===== src/rtl/multicycle_datapath.sv =====
// Datapath for the multicycle MIPS core: PC, IR, data/A/B/ALUOut registers,
// 32x32 register file and ALU, steered entirely by the controller's strobes.
module multicycle_datapath #(
    parameter logic [31:0] RESET_PC = 32'h0000_0000
) (
    input  logic        clk,
    input  logic        reset,
    input  logic        pcen,
    input  logic        irwrite,
    input  logic        regwrite,
    input  logic        alusrca,
    input  logic        iord,
    input  logic        memtoreg,
    input  logic        regdst,
    input  logic [1:0]  alusrcb,
    input  logic [1:0]  pcsrc,
    input  logic [3:0]  alucontrol,
    input  logic [31:0] readdata,
    output logic [5:0]  op,
    output logic [5:0]  funct,
    output logic        zero,
    output logic [31:0] adr,
    output logic [31:0] writedata
);

    logic [31:0] pc, ir, data, a, b, aluout;
    logic [31:0] rf [0:31];

    logic [4:0]  ra1, ra2, wa;
    logic [31:0] rd1, rd2, wd;
    logic [31:0] signimm, srca, srcb, alu_result, pc_next;

    function automatic logic [31:0] sign_ext(input logic [15:0] imm);
        sign_ext = {{16{imm[15]}}, imm};
    endfunction

    // Carry and overflow are discarded; SLT compares as two's complement.
    function automatic logic [31:0] alu(input logic [31:0] x, input logic [31:0] y,
                                        input logic [3:0] ctl);
        logic signed [31:0] xs, ys;
        xs = x;
        ys = y;
        case (ctl)
            4'b0000: alu = x & y;
            4'b0001: alu = x | y;
            4'b0010: alu = x + y;
            4'b0110: alu = x - y;
            4'b0111: alu = (xs < ys) ? 32'd1 : 32'd0;
            4'b1100: alu = ~(x | y);
            default: alu = 32'd0;
        endcase
    endfunction

    assign ra1 = ir[25:21];
    assign ra2 = ir[20:16];
    assign wa  = regdst ? ir[15:11] : ir[20:16];
    assign rd1 = (ra1 == 5'd0) ? 32'd0 : rf[ra1];
    assign rd2 = (ra2 == 5'd0) ? 32'd0 : rf[ra2];
    assign wd  = memtoreg ? data : aluout;

    assign signimm = sign_ext(ir[15:0]);

    always_comb begin
        srca = alusrca ? a : pc;
        srcb = b;
        case (alusrcb)
            2'b00: srcb = b;
            2'b01: srcb = 32'd4;
            2'b10: srcb = signimm;
            2'b11: srcb = {signimm[29:0], 2'b00};
            default: srcb = b;
        endcase
    end

    assign alu_result = alu(srca, srcb, alucontrol);
    assign zero       = (alu_result == 32'd0);

    always_comb begin
        pc_next = alu_result;
        case (pcsrc)
            2'b01: pc_next = aluout;
            2'b10: pc_next = {pc[31:28], ir[25:0], 2'b00};
            default: pc_next = alu_result;
        endcase
    end

    // State update: reset wins over every enable, including the RF write.
    always_ff @(posedge clk) begin
        if (reset) begin
            pc     <= RESET_PC;
            ir     <= 32'd0;
            data   <= 32'd0;
            a      <= 32'd0;
            b      <= 32'd0;
            aluout <= 32'd0;
            for (int i = 0; i < 32; i++) rf[i] <= 32'd0;
        end else begin
            if (pcen)    pc <= pc_next;
            if (irwrite) ir <= readdata;
            data   <= readdata;
            a      <= rd1;
            b      <= rd2;
            aluout <= alu_result;
            if (regwrite && (wa != 5'd0)) rf[wa] <= wd;
        end
    end

    assign op        = ir[31:26];
    assign funct     = ir[5:0];
    assign adr       = iord ? aluout : pc;
    assign writedata = b;

endmodule

===== config.mk =====
export PLATFORM = sky130hd
export DESIGN_NAME = multicycle_datapath
export DESIGN_NICKNAME = d
export VERILOG_FILES = /design/src/rtl/multicycle_datapath.sv
export SDC_FILE = /design/constraint.sdc
export NUM_CORES = 2
export LEC_CHECK = 0
export BUFFER_PORTS_ARGS = -buffer_cell sky130_fd_sc_hd__buf_2
export CAP_MARGIN = 5
export CORE_MARGIN = 1
export CORE_UTILIZATION = 35
export DETAILED_ROUTE_END_ITERATION = 12
export MAX_ROUTING_LAYER = met4
export PLACE_DENSITY = 0.52
export SYNTH_ARGS = -nofsm -noshare
export SYNTH_HDL_FRONTEND = slang
export SYNTH_SLANG_ARGS = --single-unit

===== constraint.sdc =====
create_clock -name clk -period 4.5 [get_ports clk]
set_input_delay 0 -clock clk [delete_from_list [all_inputs] [get_ports clk]]
set_output_delay 0 -clock clk [all_outputs]
set_load 0.02 [all_outputs]

Word-level counts from Yosys, hierarchy flattened --
Memories as Yosys holds them, arrays and structs flattened. A register that Yosys moved wholly into a read port is not among the register bits. Cells that the tools add are included.
Storage, ports and cells: input port bits 49, register bits after elaboration 128, memories 1, RAM bits 1024, logic and storage cells 50, output and inout bits 77
Memories:
- rf | words 32, width 32, rd ports 2, clocked after Yosys merged registers in 2, write ports 32, line 27 | logic [31:0] rf [0:31];
Operators by class: bitwise operators 4, equality and inequality tests 10, mux-type cells 16, reductions and logical operators 11, order comparisons 1, add/subtract/negate cells 2
Operators by type and width (number):
- case mux 32 bit (6 select lines) | 1
- two-way mux 32 bit | 4
- case mux 32 bit (4 select lines) | 1
- case mux 32 bit (2 select lines) | 1
- adder 32 bit | 1
- AND 32 bit | 1
- logical NOT 32 bit | 1
- less-than comparator 32 bit | 1
- NOT 32 bit | 1
- OR 32 bit | 1
- OR reduction 32 bit | 1
- subtractor 32 bit | 1
- logical NOT 5 bit | 2
- two-way mux 5 bit | 2
- equality test 4 x 3 -> 1 bit (second input constant) | 2
- two-way mux 1 bit | 7
- equality test 2 bit (second input constant) | 3
- nonzero test 5 bit | 1
- equality test 2 x 1 -> 1 bit (second input constant) | 2
- equality test 4 x 1 -> 1 bit (second input constant) | 1
- equality test 4 x 2 -> 1 bit (second input constant) | 1
- equality test 4 bit (second input constant) | 1
- logical NOT 4 bit | 1
- OR reduction 2 bit | 2
- other kinds (4) | 4

Logic depth before layout (Yosys ltp) --
depth in word-level cells 8, gate-level depth with buffers 18, mapped depth without buffers 16

Worst setup path after synthesis --
OpenSTA, ideal clock, no wires.
path type reg-to-output, start register ir[15], end output port zero, path buffers 2, setup slack -0.155 ns, cell stages (with the launch flop) 16, arrival 4.655 ns, required time 4.500 ns, cell sequence dfxtp_1 and2_1 clkbuf_1 clkbuf_1 a21o_1 ha_1 or4_1 or2_1 or4_1 o211a_1 nor4_4 nor2_1 or4_1 or4_1 nor4_1 and4b_1
Between the ends: cells in the longest elaborated chain, start to end 5, elaborated cells on any way between the ends 10, those cells by class 2 x add/sub; 1 x order compare; 3 x mux; 3 x bitwise; 1 x reduce/logical
RTL lines:
- from (decl) | line 26 | logic [31:0] pc, ir, data, a, b, aluout;
- from (signal assigned) | line 99 | if (irwrite) ir <= readdata;
- case mux 32 bit (4 select lines) (*) | line 66 | case (alusrcb)
- less-than comparator 32 bit / OR 32 bit (equally long branches) | line 48, 45, 49
- two-way mux 1 bit / NOT 32 bit (equally long branches) | line 48, 49
- case mux 32 bit (6 select lines) (*) | line 43 | case (ctl)
- logical NOT 32 bit (*) | line 76 | assign zero = (alu_result == 32'd0);
- to (decl) | line 21 | output logic zero,
Mark *: on every way between the ends. The rest lies on a longest branch, timed or not.

Worst setup path in the final report --
start register b[1] (netlist: writedata[1]) (read register of rf), end output port zero
Between the ends: cells in the longest elaborated chain, start to end 5, elaborated cells on any way between the ends 10, those cells by class 2 x add/sub; 1 x order compare; 3 x mux; 3 x bitwise; 1 x reduce/logical
RTL lines (line):
- from (decl) | 26
- case mux 32 bit (4 select lines) (*) | 66
- less-than comparator 32 bit / OR 32 bit (equally long branches) | 48, 45, 49
- two-way mux 1 bit / NOT 32 bit (equally long branches) | 48, 49
- case mux 32 bit (6 select lines) (*) | 43
- logical NOT 32 bit (*) | 76
Marked as above.

==> results.ini <==
[routing]
drc = 0
viasPerCell = 5.94
ant_nets = 0
drt-initial-drc-count = 5416
vias = 47947
avgRoutedWirePerCell_um = 31.5
drtPass1Iterations = 7
postRouteWirelength_um = 254000

[logic_synthesis]
syn_inst = 5101
synth_seq_area_share_pct = 53.4
ys_seq_elements = 1216
async_flop_share_pct = 0
yosys_warnings = 0
synth_edf_count = 1024
yosysUniqueCellTypes = 78
synthFlopType = edfxtp_1
synth_area_per_cell_um2 = 12.7
synth_area_um2 = 64800

[finish]
layout_commonest_cell = nor2_1
layout_common_cells = nor2_1, edfxtp_1, buf_4
fill_cells = 17125
regArea_um2 = 34600
nNetsFinal = 5652
multi_input_area_um2 = 29000
layout-drive-gt1-share_pct = 29.4
areaGrowthSynthToFinish_pct = 19.3
fin_util_pct = 42.1
design_area_um2 = 77300

[die]
num_rows = 157
num_io_pins = 126
core-area_um2 = 183000
initial_core_util_pct = 35.3
fp.dieW_um = 432
die_area_um2 = 187000
die_h_um = 432

[pwr]
power.leakage_nw = 27.1
design_power_total_mw = 29.4
power.density_nw_per_um2 = 381
vdd_ir_drop_max_uv = 256

[timing]
fin_crit_sh_pct = 116
period_minus_slack_ns = 5.22
tightest_slew_ns = 1.23
drv_slew = 0
rsz0062_at_grt = true
setup_tns_ns = -0.723
final-setup-viol-count = 1
clock_skew_ns = 0.0408
relSlewSlack_pct = 16.0
hold_viol_final = 0
max_freq_mhz = 191
fin_ws_ns = -0.723

[worst_setup_path]
worst-setup-path-type = register to output port
worstSetupStartpointType = register
critPathLaunch = writedata[1]
worstPathArrival_ns = 5.22
cp.required_ns = 4.50
crit_buf_inv = 5
crit_family = simple AND/OR/NAND/NOR gates
worst_path_max_delay_cell = or4_4
max_stage_delay_ns = 0.54
timing.rr.start = ir[0]
crit_path_end_kind = output port
path_cells = mux2i_1 > nor2_2 > buf_4 > fa_2 > nor3_4 > o31ai_2 > buf_4 > a21oi_4 > a21oi_2 > buf_4 > buf_4 > o211a_1 > nor4_4 > nor2_2 > or4_4 > or4_4 > nor4_4 > and4b_2 > buf_6
cp_max_fo = 4
cp_common_cell = buf_4

[grt]
grt_pass1_wl_um = 357000
grt_pass1_vias = 47583
grtUsageTotal_pct = 27.6
antenna_found_initial = 12
grt_max_degree = 74
overflow = 0

[placement]
place_hpwl_um = 166000
gp_congestion = 0.918
dpl-instance-area_um2 = 71900
numPortBuffers = 125

[clock_tree]
clockBufferDepth = 3
clock-root-buffer = clkbuf_16
clk_latency_ns = 0.81
clk_pin_slew_worst_paths_ns = 0.06
cts_made_buffers = 136
cts_tree = done
cts_sinks = 1216
h-tree-depth = 4

[job]
drv_cap = 0

[status]
violations = setup timing
outcome = complete, but fails checks

[hold_path]
worst_hold_path_type = input pin to register
min_from = readdata[29]

[report_power, final]
part           internal, mW  total (mW)  switching [mW]
clock network          6.21        11.0            4.74
registers              12.7        13.1           0.392
logic                  2.22        5.44            3.22
[stage by stage]
step	setup slack [ns]	hold slack, ns	cells
after detailed placement	-0.832	0.238	7740
after global routing	-0.892	0.0403	8065
after CTS	-0.855	0.000865	8056
final	-0.723	0.00887	8068
after floorplan	0.0124	0.128	5132
after global placement	-0.779	0.233	7740
[metal layers]
layer / vias to the layer above / global-route usage (%) / wire length (um)
met5: - / - / 0
met4: 0 / 9.85 / 9390
met3: 464 / 4.99 / 21500
met2: 2449 / 45.0 / 124000
met1: 24990 / 34.5 / 99200
li1: 20044 / - / -
[worst min-delay path, stage by stage]
cell and delay (ns):
dlygate4sd3_1 0.54, buf_2 0.11, nor2b_1 0.12
[final timing paths]
path	endpoint	cells after the start	slack, ns
setup / recovery	zero	19	-0.72
hold / removal	data[29]	3	0.009
setup reg to reg	pc[28]	18	0.24
hold reg to reg	pc[11]	2	0.49
[cells by family (layout without fill, tap and decap cells)]
family / count (synthesis) / in the layout / synth area share [%]
compound gates: 679 / 679 / 7.50
xor+xnor: 17 / 17 / 0.230
fa+ha+maj: 114 / 114 / 2.22
buf+inv: 619 / 1083 / 3.66
flops: 1216 / 1216 / 53.4
mux: 875 / 875 / 23.0
other cells: 1 / 40 / 0.00579
simple gates: 1580 / 1580 / 9.99
[Yosys cell counts (8+ instances only)]
| master | instances | area, um2 |
|---|---|---|
| a211o_1 | 21 | 184 |
| a211oi_1 | 40 | 300 |
| a21o_1 | 31 | 233 |
| a21oi_1 | 127 | 636 |
| a221o_1 | 9 | 90.1 |
| a221oi_1 | 54 | 473 |
| a22o_1 | 20 | 175 |
| a22oi_1 | 60 | 450 |
| a311oi_1 | 26 | 228 |
| a31oi_1 | 13 | 81.3 |
| and2_1 | 18 | 113 |
| and3_1 | 9 | 56.3 |
| buf_1 | 84 | 315 |
| buf_4 | 12 | 90.1 |
| clkbuf_1 | 420 | 1580 |
| dfxtp_1 | 192 | 3840 |
| edfxtp_1 | 1024 | 30700 |
| ha_1 | 112 | 1400 |
| inv_1 | 94 | 353 |
| mux2_2 | 116 | 1310 |
| mux2i_1 | 278 | 2780 |
| mux4_2 | 480 | 10800 |
| nand2_1 | 138 | 518 |
| nand2b_1 | 37 | 231 |
| nand3_1 | 15 | 75.1 |
| nand4_1 | 8 | 50.1 |
| nor2_1 | 1220 | 4580 |
| nor2b_1 | 45 | 282 |
| nor3_1 | 42 | 210 |
| o211ai_1 | 29 | 218 |
| o21ai_0 | 35 | 175 |
| o21ai_1 | 14 | 70.1 |
| o21bai_1 | 12 | 90.1 |
| o221ai_1 | 44 | 385 |
| o22a_1 | 10 | 87.6 |
| o22ai_1 | 73 | 457 |
| o31ai_1 | 19 | 143 |
| or3_1 | 8 | 50.1 |
| or4_1 | 11 | 82.6 |
| xnor2_1 | 12 | 105 |
[state kept, by name (all words and copies together) (netlist names)]
name,flops
a,32
pc,32
rf,1024
aluout,32
ir,32
data,32
writedata,32
[layout make-up]
cell class / instances / area share [%]
flip-flops and latches: 1216 / 44.8
multi-input cells: 3297 / 37.5
repair buffers: 735 / 7.69
clock buffers: 180 / 4.90
well taps: 2464 / 3.99
clock inverters: 65 / 0.615
inverters: 103 / 0.500
diodes: 8 / 0.0259
[repair_timing]
action	in CTS	in global routing
hold endpoints to repair	105	0
buffers inserted	8	4
hold buffers	63	0
endpoints found under the setup margin	6	2
resized for setup	47	29
pin swaps	23	11
Note: power is estimated with default switching activity, not from simulation.
